`config.mk`:
```
export PLATFORM = sky130hd
export DESIGN_NAME = fetch_stage
export DESIGN_NICKNAME = d
export VERILOG_FILES = /design/src/rtl/fetch_stage.sv
export SDC_FILE = /design/constraint.sdc
export NUM_CORES = 1
export LEC_CHECK = 0
export BUFFER_PORTS_ARGS = -buffer_cell sky130_fd_sc_hd__buf_2
export CORE_AREA = 2 2 128 130
export DETAILED_ROUTE_END_ITERATION = 6
export DIE_AREA = 0 0 130 132
export GPL_ROUTABILITY_DRIVEN = 0
export PLACE_DENSITY = 0.77
export SKIP_LAST_GASP = 1
export SLEW_MARGIN = 10
export SYNTH_ARGS = -nofsm -noshare
export SYNTH_HDL_FRONTEND = slang
export SYNTH_SLANG_ARGS = --single-unit
```
`constraint.sdc`:
```
create_clock -name clk -period 2.3 [get_ports clk]
set_clock_uncertainty 0.2 [all_clocks]
set_input_delay 0.345 -clock clk [delete_from_list [all_inputs] [get_ports clk]]
set_output_delay 0.345 -clock clk [all_outputs]
set_load 0.005 [all_outputs]
```
`src/rtl/fetch_stage.sv`:
```
// Fetch stage of the pipelined ARM core: PC register, next-PC selection,
// Fetch/Decode pipeline register and saturating stall/flush event counters.
module fetch_stage #(
    parameter logic [31:0] RESET_PC  = 32'h0000_0000,
    parameter int          CNT_WIDTH = 16
) (
    input  logic                 clk,
    input  logic                 reset,
    input  logic                 StallF,
    input  logic                 StallD,
    input  logic                 FlushD,
    input  logic                 BranchTakenE,
    input  logic [31:0]          ALUResultE,
    input  logic                 PCSrcW,
    input  logic [31:0]          ResultW,
    input  logic [31:0]          InstrF,
    input  logic                 CountClr,
    output logic [31:0]          PCF,
    output logic [31:0]          PCPlus4F,
    output logic [31:0]          InstrD,
    output logic [31:0]          PCD,
    output logic                 ValidD,
    output logic [CNT_WIDTH-1:0] StallCount,
    output logic [CNT_WIDTH-1:0] FlushCount
);

    logic [31:0]          pc_r;
    logic [31:0]          pc_plus4_s;
    logic [31:0]          next_pc_s;
    logic                 redirect_s;
    logic [31:0]          instr_d_r;
    logic [31:0]          pc_d_r;
    logic                 valid_d_r;
    logic [CNT_WIDTH-1:0] stall_cnt_r;
    logic [CNT_WIDTH-1:0] flush_cnt_r;

    // Counters stick at all-ones so a long run never wraps to a misleading small value.
    function automatic logic [CNT_WIDTH-1:0] sat_inc(input logic [CNT_WIDTH-1:0] value);
        if (&value) begin
            return value;
        end else begin
            return value + CNT_WIDTH'(1'b1);
        end
    endfunction

    assign pc_plus4_s = pc_r + 32'd4;
    assign redirect_s = BranchTakenE | PCSrcW;

    // Next-PC select: Execute branch beats Writeback PC write; targets are word-aligned.
    always_comb begin
        next_pc_s = pc_plus4_s;
        if (BranchTakenE) begin
            next_pc_s = {ALUResultE[31:2], 2'b00};
        end else if (PCSrcW) begin
            next_pc_s = {ResultW[31:2], 2'b00};
        end else begin
            next_pc_s = pc_plus4_s;
        end
    end

    // PC register: a redirect must land even while Fetch is stalled.
    always_ff @(posedge clk) begin
        if (reset) begin
            pc_r <= RESET_PC;
        end else if (redirect_s || !StallF) begin
            pc_r <= next_pc_s;
        end else begin
            pc_r <= pc_r;
        end
    end

    // Fetch/Decode pipeline register with flush taking priority over stall.
    always_ff @(posedge clk) begin
        if (reset || FlushD) begin
            instr_d_r <= 32'h0000_0000;
            pc_d_r    <= 32'h0000_0000;
            valid_d_r <= 1'b0;
        end else if (StallD) begin
            instr_d_r <= instr_d_r;
            pc_d_r    <= pc_d_r;
            valid_d_r <= valid_d_r;
        end else begin
            instr_d_r <= InstrF;
            pc_d_r    <= pc_r;
            valid_d_r <= 1'b1;
        end
    end

    // Stall event counter; clear overrides a same-cycle increment.
    always_ff @(posedge clk) begin
        if (reset || CountClr) begin
            stall_cnt_r <= '0;
        end else if (StallF) begin
            stall_cnt_r <= sat_inc(stall_cnt_r);
        end else begin
            stall_cnt_r <= stall_cnt_r;
        end
    end

    // Flush event counter; clear overrides a same-cycle increment.
    always_ff @(posedge clk) begin
        if (reset || CountClr) begin
            flush_cnt_r <= '0;
        end else if (FlushD) begin
            flush_cnt_r <= sat_inc(flush_cnt_r);
        end else begin
            flush_cnt_r <= flush_cnt_r;
        end
    end

    assign PCF        = pc_r;
    assign PCPlus4F   = pc_plus4_s;
    assign InstrD     = instr_d_r;
    assign PCD        = pc_d_r;
    assign ValidD     = valid_d_r;
    assign StallCount = stall_cnt_r;
    assign FlushCount = flush_cnt_r;

endmodule

```
# Word-level counts from Yosys, hierarchy flattened
# Index checks and enable logic that the tools add are counted.
# word_totals
ff_bits	129
word_cells	22
# classes
n_addsub	3
n_mux	2
n_bitwise	3
n_reduce_logical	8
# ops
operator	n
$mux 32	2
$add 16x1->16 const B	2
$add 32x3->32 const B	1
$reduce_and 16->1	2
$reduce_and 2->1	2
$logic_or 1x1->1	3
$not 1->1	2
$logic_not 1->1	1
$or 1x1->1	1

# Logic depth before layout (Yosys ltp)
# Gate-level depths: netlist of the first run.
# depth
ltp_word	3
mapped_depth	7
ltp_nobuf	6

# Worst setup path after synthesis of the first run
# Ideal clock, no wire load.
# synth_timing
path_kind	reg2out
from	reg pc_r[11] (netlist: PCF[11])
to	out PCPlus4F[26]
arrival_time_ps	1964
required_ps	1755
slack_ps	-209
path_stages_with_launch	7
n_path_buf	2
cell_sequence	dfxtp_1 buf_2 nand3_1 or4_1 buf_2 or4_4 xnor2_1
# synth_via
elab_chain_cells	1
# synth_lines
item	line_no	text
start, declared	27	logic [31:0] pc_r;
start signal, assigned	66	pc_r <= next_pc_s;
start signal, assigned	68	pc_r <= pc_r;
$add 32x3->32	46	assign pc_plus4_s = pc_r + 32'd4;
end, declared	19	output logic [31:0] PCPlus4F,
# No other way between the ends.

# Worst setup path in the final report of the first run
# layout_timing
from	reg pc_r[9] (netlist: PCF[9])
to	out PCPlus4F[26]
# The elaborated chain is that of the path after synthesis.

==> results of run 1 <==
-- worst max-delay path: stages, from the launching register on --
cell     delay (ns)
dfxtp_2        0.34
nand2_2        0.08
or4_4          0.56
or4_4          0.54
xnor2_2        0.14
buf_2          0.13
-- power groups by stage --
stage               Clock [mW]  Combinational (mW)  Sequential (mW)
CTS                       3.02               0.846             2.30
global route              3.11               0.935             2.31
finish                    2.96               0.867             2.30
floorplan                    0               0.379             2.36
global placement             0               0.756             2.33
detailed placement           0               0.767             2.34
-- state kept, by name, summed over array words and instances (netlist names) --
name        cells
FlushCount     16
StallCount     16
InstrD         32
PCF            30
ValidD          1
PCD            30
-- metal layers --
layer	up-vias	share of wire, %	wire [um]
met5	-	0.25	55
met4	8	2.4	531
met3	48	9.0	2020
met2	313	48	10800
met1	3244	40	8940
li1	3287	-	-
-- area by class of cell --
class	instances	area (um2)
Timing Repair Buffer	382	2390
Fill cell	1341	6120
Clock buffer	18	439
Sequential cell	125	2530
Inverter	13	48.8
Tap cell	216	270
Multi-Input combinational cell	540	3670
Antenna cell	5	12.5
Clock inverter	14	216
-- stage by stage --
step | util, % | power, mW | setup TNS (ns)
2_1_floorplan | - | 2.74 | -0.0886
3_3_place_gp | 51.0 | 3.09 | -0.197
3_5_place_dp | 51.0 | 3.10 | -0.192
4_1_cts | 59.9 | 6.16 | -3.43
5_1_grt | 61.0 | 6.36 | -6.29
6_report | 61.0 | 6.13 | -4.59
-- path summary, 6_finish.rpt --
check / start / end / depth (start not counted)
worst min register to register: ValidD$_SDFFE_PP0N_ / ValidD$_SDFFE_PP0N_ / 2
worst max register to register: PCF[11]$_SDFFE_PP0P_ / PCF[18]$_SDFFE_PP0P_ / 9
worst min-delay path: ALUResultE[25] / PCF[25]$_SDFFE_PP0P_ / 3
worst max-delay path: PCF[9]$_SDFFE_PP0P_ / PCPlus4F[26] / 5
-- cells by family (layout without fill, tap and decap cells) --
kind of cell	after synthesis	after routing
AOI/OAI and AO/OA	113	113
xor gates and xnor gates	54	54
adders and majority gates	3	3
buffers and inverters	70	427
DFF	125	125
muxes	74	74
other	1	11
and+or+nand+nor	290	290
-- cell usage after synthesis (6+ instances only) --
cell      number
dfxtp_1      125
nor2_1       117
mux2i_1       72
nand2_1       45
clkbuf_1      37
a21oi_1       30
xor2_1        29
nand3_1       26
xnor2_1       25
nor3_1        22
o21ai_0       18
nand4_1       17
a211oi_1      16
inv_1         13
and4_1         9
buf_1          9
and3_1         8
o22ai_1        8
and2_1         6
buf_4          6
nor4_1         6
-- what timing repair did --
item | 4_1_cts | 5_1_grt
pin swaps | 26 | 21
setup endpoints to repair | 22 | 25
resized for setup | 57 | 22
hold endpoints to repair | 36 | 0
hold buffers | 36 | 0
setup buffers | 24 | 10
==> summary by stage, run 1 <==
Critical path
The reg2reg setup slack is -0.07 ns. Data arrives at the worst endpoint at 2.21 ns. Of all nets on the critical path, the largest fanout is 4.

The worst setup path is launched from a flip-flop. The class of the most critical setup path is reg -> out. The kind of capture point of the worst setup path is an output port. For the worst setup path, the data required time is 1.75 ns.

Yosys
For this run, the number of Yosys warnings is 0. Summing the areas of all compound-gate instances in the mapped netlist gives 12.1% of the synthesized area. Sequential elements use between 40% and 50% of the synthesized area. The share of synthesized registers carrying an async set or reset is 0%. The netlist area before placement is around 0.0062 mm2. The share of Yosys cell area claimed by the top area cell type is approximately two fifths.

By area the synthesized netlist is led by dfxtp_1 (40%), mux2i_1 (12%), nor2_1 (7.1%), xor2_1 (4.1%), xnor2_1 (3.5%). Yosys mapped a number of flops with a built-in enable equal to 0. The synthesized design spends more area on one cell type than any other, namely dfxtp_1. The average instance in the mapped netlist occupies 8.52 um2. The cell count after synthesis is 730. Synthesis inferred between 100 and 150 register bits. The share of synthesized cell area in and, or, nand and nor gates is 22.8%. The dominant combinational cell family by area after synthesis is simple AND/OR/NAND/NOR gates. Yosys mapped the design onto 57 distinct sky130hd cell types. The post-synthesis xor/xnor area fraction is approximately 7.6%. The mux cell area share after synthesis is about an eighth. The arithmetic-cell share of the synthesized area counting full adders, half adders and majority gates is 0.603%. The most instantiated flip-flop cell in the synthesis netlist is dfxtp_1.

Clock tree
The clock net in this run drives a total of around 130 sinks. In this run the clock root is driven by a clkbuf_16. No sink is reached through more buffers than the 2 on the longest clock path.

Clock tree synthesis inserted a total of 17 buffers. Clock-pin slew was measured on the worst setup and hold paths at roughly 0.050 ns. TritonCTS built the clock tree.

The H-tree was split into 4 levels. Clock latency on the worst-skew pair, taken at its later pin, is ~0.4 ns.

Hold path
The path class of the tightest hold or removal check is in -> reg.

Global route
For met3 alone, demand over resource in global routing was around 7.5%. The busiest layer in global routing is met2. The first-pass GRT wire length is about 34000 um. Across every metal layer, demand over resource in global routing totals 25.0%. The met2 usage is a little over two fifths.

The largest net degree at the start of global routing is 64. For this run, global-route usage on met1 was measured as about 30%. The via count of the first global-routing pass is around 6.6k. The number of antenna violations at the first check in global routing is 8. The final global-route overflow total is 0.

Placement
The HPWL reported at the end of detailed placement is approximately 15000 um. Including well taps, the total number of placed cells is roughly 1.2k. The post-placement setup slack is -0.0736 ns. The cell area reported after detailed placement is ~0.008 mm2.

Input and output buffers added on the ports amount to roughly 250.

STA
The worst path uses 120% of the clock period. The max-slew violation count was 0. The number of setup violations in the final report is 18.

Measured against its own limit, the worst slew margin works out to between 30 and 40%. The worst hold slack is between 0.04 and 0.05 ns. Setup repair after global routing could not meet its margin everywhere. The final worst setup slack is -0.454 ns.

The maximum clock frequency is between 0.3 and 0.4 GHz. Counting I/O delays and the setup requirement, the final critical path takes approximately 2.8 ns. The final hold violation count was 0. The slew at the pin closest to its max-slew limit is around 0.9 ns.

Route
The iteration count of the initial detailed-routing pass is 4. The post-detailed-routing wire length is roughly 22000 um. The post-detailed-route via-to-cell ratio is 5.26. The via total after detailed routing is roughly 6.9k. The count of nets left with antenna violations once routing finished came out at 0. For this run, design rule violations remaining after detail routing come to 0. The post-detailed-route wirelength per cell is roughly 17 um. For this block, the initial DRC count from the detailed router was 440.

Power and ir drop
IR analysis of the VDD net gives a maximum drop of around 0.0005 V. The sequential fraction of design power is roughly 38%. The internal power component is about 4.6 mW.

The clock network burns about half of the power. For this design the ratio of total power to cell area is 639 mW/mm2. The share of total power in combinational logic is between 10 and 15%.

The switching power summed over all nets is around 1.5 mW. The leakage power total is between 4 and 5 nW. Net switching is 24.7% of the power.

Cells and area
The finished cells cover about 0.0096 mm2. Once layout is complete, the cells apart from fillers number about 1.3k. The area growth from synthesis to layout is 54.1%.

The most common library cell in the layout ignoring fill and taps is buf_2. The net total in the final layout is between 1k and 1.5k. Of the cells placed in the final design, the portion with a size suffix greater than 1 is between 40% and 50%. The top cell types in the final layout, fill and taps aside, are buf_2 (252), nor2_1 (111), dfxtp_1 (106).

Floorplanning
The overall die width is ~130 um. During I/O placement, the number of pins put on the boundary was 265. The initial cell density of the core is 39.6%. The area of the die is around 0.017 mm2.

In this run the vertical extent of the chip is around 130 um. The floorplan core area is around 0.016 mm2. The floorplan row count is between 40 and 50.

Run
The max-cap violation count is 0.

Outcome
The run finished, with violations left. The checks that failed: negative setup slack.
No activity file was read; power rests on OpenSTA's default activity.
==> run 2, diff against run 1 <==
CELL_PAD_IN_SITES_DETAIL_PLACEMENT = 1   (was not set)
CELL_PAD_IN_SITES_GLOBAL_PLACEMENT = 2   (was not set)
CORE_AREA = 2 2 164 166   (was 2 2 128 130)
DIE_AREA = 0 0 166 168   (was 0 0 130 132)
PLACE_DENSITY = 0.82   (was 0.77)
==> summary by stage, run 2 (synthesized netlist as in run 1, its figures left out) <==
STA
The final hold violation count is 0 (unchanged). The worst-case headroom to the max-slew limit is 48.1% (+8.4 points). The final worst setup slack is -0.474 ns (-0.0203 ns). The part of the cycle the worst path needs is 121% (+0.88 points). The max-slew violation count is 0 (unchanged). The maximum clock frequency is 0.360 GHz (-0.73%). The number of setup violations in the final report is 21 (+3). The worst hold slack came to 0.0241 ns (-0.0204 ns). Setup repair after global routing could not meet its margin everywhere. The post-layout minimum cycle time was 2.77 ns (+0.0203 ns). The slew at the pin closest to its max-slew limit was 0.777 ns (-0.126 ns).

Clock tree
The clock insertion delay at the later pin of the skew report is 0.42 ns (about the same). The number of levels the H-tree was split into was 4 (unchanged). The clock tree from TritonCTS is built. The clock-pin slew on the worst setup and hold paths came to 0.06 ns (about the same).

The number of clock buffers inserted by TritonCTS is 17 (unchanged). The total number of clock tree sinks is 125 (unchanged). In this run the clock root is driven by a clkbuf_16. The maximum clock path buffer count is 2 (unchanged).

Power and ir drop
The leakage power total was 4.64 nW (+2.3%). The power density relative to cell area came to 624 mW/mm2 (-2.5%). The switching power as a share of total power is 26.5% (+1.9 points).

The clock power share came to 48.2% (about the same). The internal power component is 4.56 mW (-1.2%). The largest voltage drop on the vdd net is 0.000365 V (-26%). The sequential fraction of design power is 37.1% (-0.4 points). The switching power summed over all nets is 1.65 mW (+9.0%). The share of total power in combinational logic is 14.7% (+0.6 points).

Cells and area
The flip-flop count of the largest register, all copies and words added is 32 (unchanged). Leaving out fill and tap cells, the most frequent cells in the layout are buf_2 (251), nor2_1 (109), dfxtp_1 (108). The net total in the final layout came to 1200 (+1.2%). The area growth from synthesis to layout is 60.1%.

The final core utilization is 37.8% (-23 points). The filler cell count was 3134 (+130%). The most common library cell in the layout ignoring fill and taps is buf_2. The proportion of layout cells with a drive suffix above 1 is 41.8% (+1.0 points). The non-filler instance count after layout came to 1457 (+11%).

Hold path
The worst hold-check path type is in -> reg. The origin of the worst min-delay path is InstrF[7].

Global route
The first-pass GRT wire length came to 41000 um (+22%). The largest net degree at the start of global routing is 64 (unchanged). The all-layer global routing usage was 18.7% (-6.3 points).

The number of antenna violations at the first check in global routing is 9 (+1). The via count of the first global-routing pass is 7244 (+10%). The final global-route overflow total came to 0 (unchanged).

Floorplanning
The floorplan core area is 0.0264 mm2 (+68%). The area of the die is 0.0279 mm2 (+63%). The number of top-level design ports is 265 (unchanged).

The overall die width is 166 um (+28%). The floorplan row count is 60 (+30%). The vertical die dimension came to 168 um (+27%). The initial cell density of the core is 23.6% (-16 points).

Critical path
The startpoint identified for the worst register-to-register timing path is PCF[15]$_SDFFE_PP0P_. The signal on the critical path passes through nand3_2 -> or4_4 -> buf_4 -> o31a_1 -> or2_4 -> buf_6. The most critical setup path has its startpoint at PCF[15]$_SDFFE_PP0P_. The maximum fanout count along the critical path is 4 (unchanged). The worst setup path is of the reg -> out kind. The signal arrival time at the worst endpoint came to 2.23 ns (+0.02 ns). The cell at the slowest stage of the critical path is or4_4. The worst setup path is captured at an output port. The kind of start point of the critical path is a flip-flop. The critical path data required time is 1.75 ns (about the same). The maximum single-stage delay on the critical path came to 0.58 ns (+0.02 ns).

Route
The post-detailed-route wirelength per cell came to 18.4 um (+8.1%). The detailed router's first-iteration violation count was 246 (-44%). The via total after detailed routing came to 6912 (+0.17%). The post-detailed-routing wire length is 26800 um (+20%).

The post-detailed-route via-to-cell ratio is 4.74 (-9.7%). The iteration count of the initial detailed-routing pass was 4 (unchanged). The remaining antenna violation count after routing is 0 (unchanged). The number of DRC violations after detailed routing was 0 (unchanged).

Placement
The count of placed standard cells including taps is 1336 (+11%). The number of port buffers is 254 (unchanged). The HPWL reported at the end of detailed placement is 18700 um (+21%).

Outcome
The run finished, with violations left. The final reports fail on negative setup slack.

Run
The max-cap violation count is 0 (unchanged).
run 2: cell types whose count changed in the layout (fill, tap and decap cells not counted), sizes merged:
cell,delta
diode,+5
clkbuf,+2
inv,+1
clkinvlp,+4
clkinv,-6
buf,+14
bufinv,-1
run 2: power by group through the flow:
stage	clock, mW	combinational, mW	sequential, mW
floorplan	0	0.379	2.36
global route	3.16	0.990	2.31
finish	2.99	0.914	2.30
detailed placement	0	0.795	2.34
CTS	3.07	0.886	2.30
global placement	0	0.784	2.34
run 2: stage by stage:
| step | setup WS [ns] | setup TNS (ns) | power, mW | instance area (um2) |
|---|---|---|---|---|
| 2_1_floorplan | -0.0886 | -0.0886 | 2.74 | 6300 |
| 3_3_place_gp | -0.153 | -0.445 | 3.12 | 8220 |
| 3_5_place_dp | -0.196 | -0.622 | 3.14 | 8220 |
| 4_1_cts | -0.487 | -4.69 | 6.25 | 9680 |
| 5_1_grt | -0.534 | -7.78 | 6.46 | 9940 |
| 6_report | -0.474 | -5.50 | 6.21 | 9960 |
run 2: layout make-up:
cell class	instances	area, um2	share of cell area, %
Clock buffer	20	457	4.59
Clock inverter	12	184	1.85
Timing Repair Buffer	396	2560	25.7
Sequential cell	125	2530	25.4
Tap cell	341	427	4.28
Multi-Input combinational cell	540	3720	37.4
Inverter	13	48.8	0.490
Antenna cell	10	25.0	0.251
run 2: path summary, 6_finish.rpt:
| kind | slack [ns] | depth (start not counted) | to |
|---|---|---|---|
| min reg2reg | 0.25 | 2 | ValidD$_SDFFE_PP0N_ |
| max reg2reg | 0.01 | 6 | PCF[26]$_SDFFE_PP0P_ |
| max | -0.47 | 6 | PCPlus4F[22] |
| min | 0.02 | 3 | InstrD[7]$_SDFFE_PP0N_ |
run 2: metal layers:
metal / GRT usage, % / part of all wire (%) / up-vias
li1: - / - / 3313
met1: 21.8 / 42 / 3339
met2: 32.6 / 49 / 216
met3: 5.95 / 6.9 / 42
met4: 6.24 / 2.2 / 2
met5: 0 / 0.048 / -
run 2: repair_timing:
| item | in CTS | in global routing |
|---|---|---|
| setup endpoints to repair | 24 | 25 |
| buffers inserted | 31 | 19 |
| hold buffers | 36 | 0 |
| gates resized for setup | 64 | 33 |
| endpoints found under the hold margin | 36 | 0 |
| pin swaps | 24 | 28 |
run 2: critical path, delay by kind of cell (launching register included):
kind            cells  cell delay, ns
flops               1            0.34
buf+inv             2            0.28
simple gates        3            0.90
compound gates      1            0.29
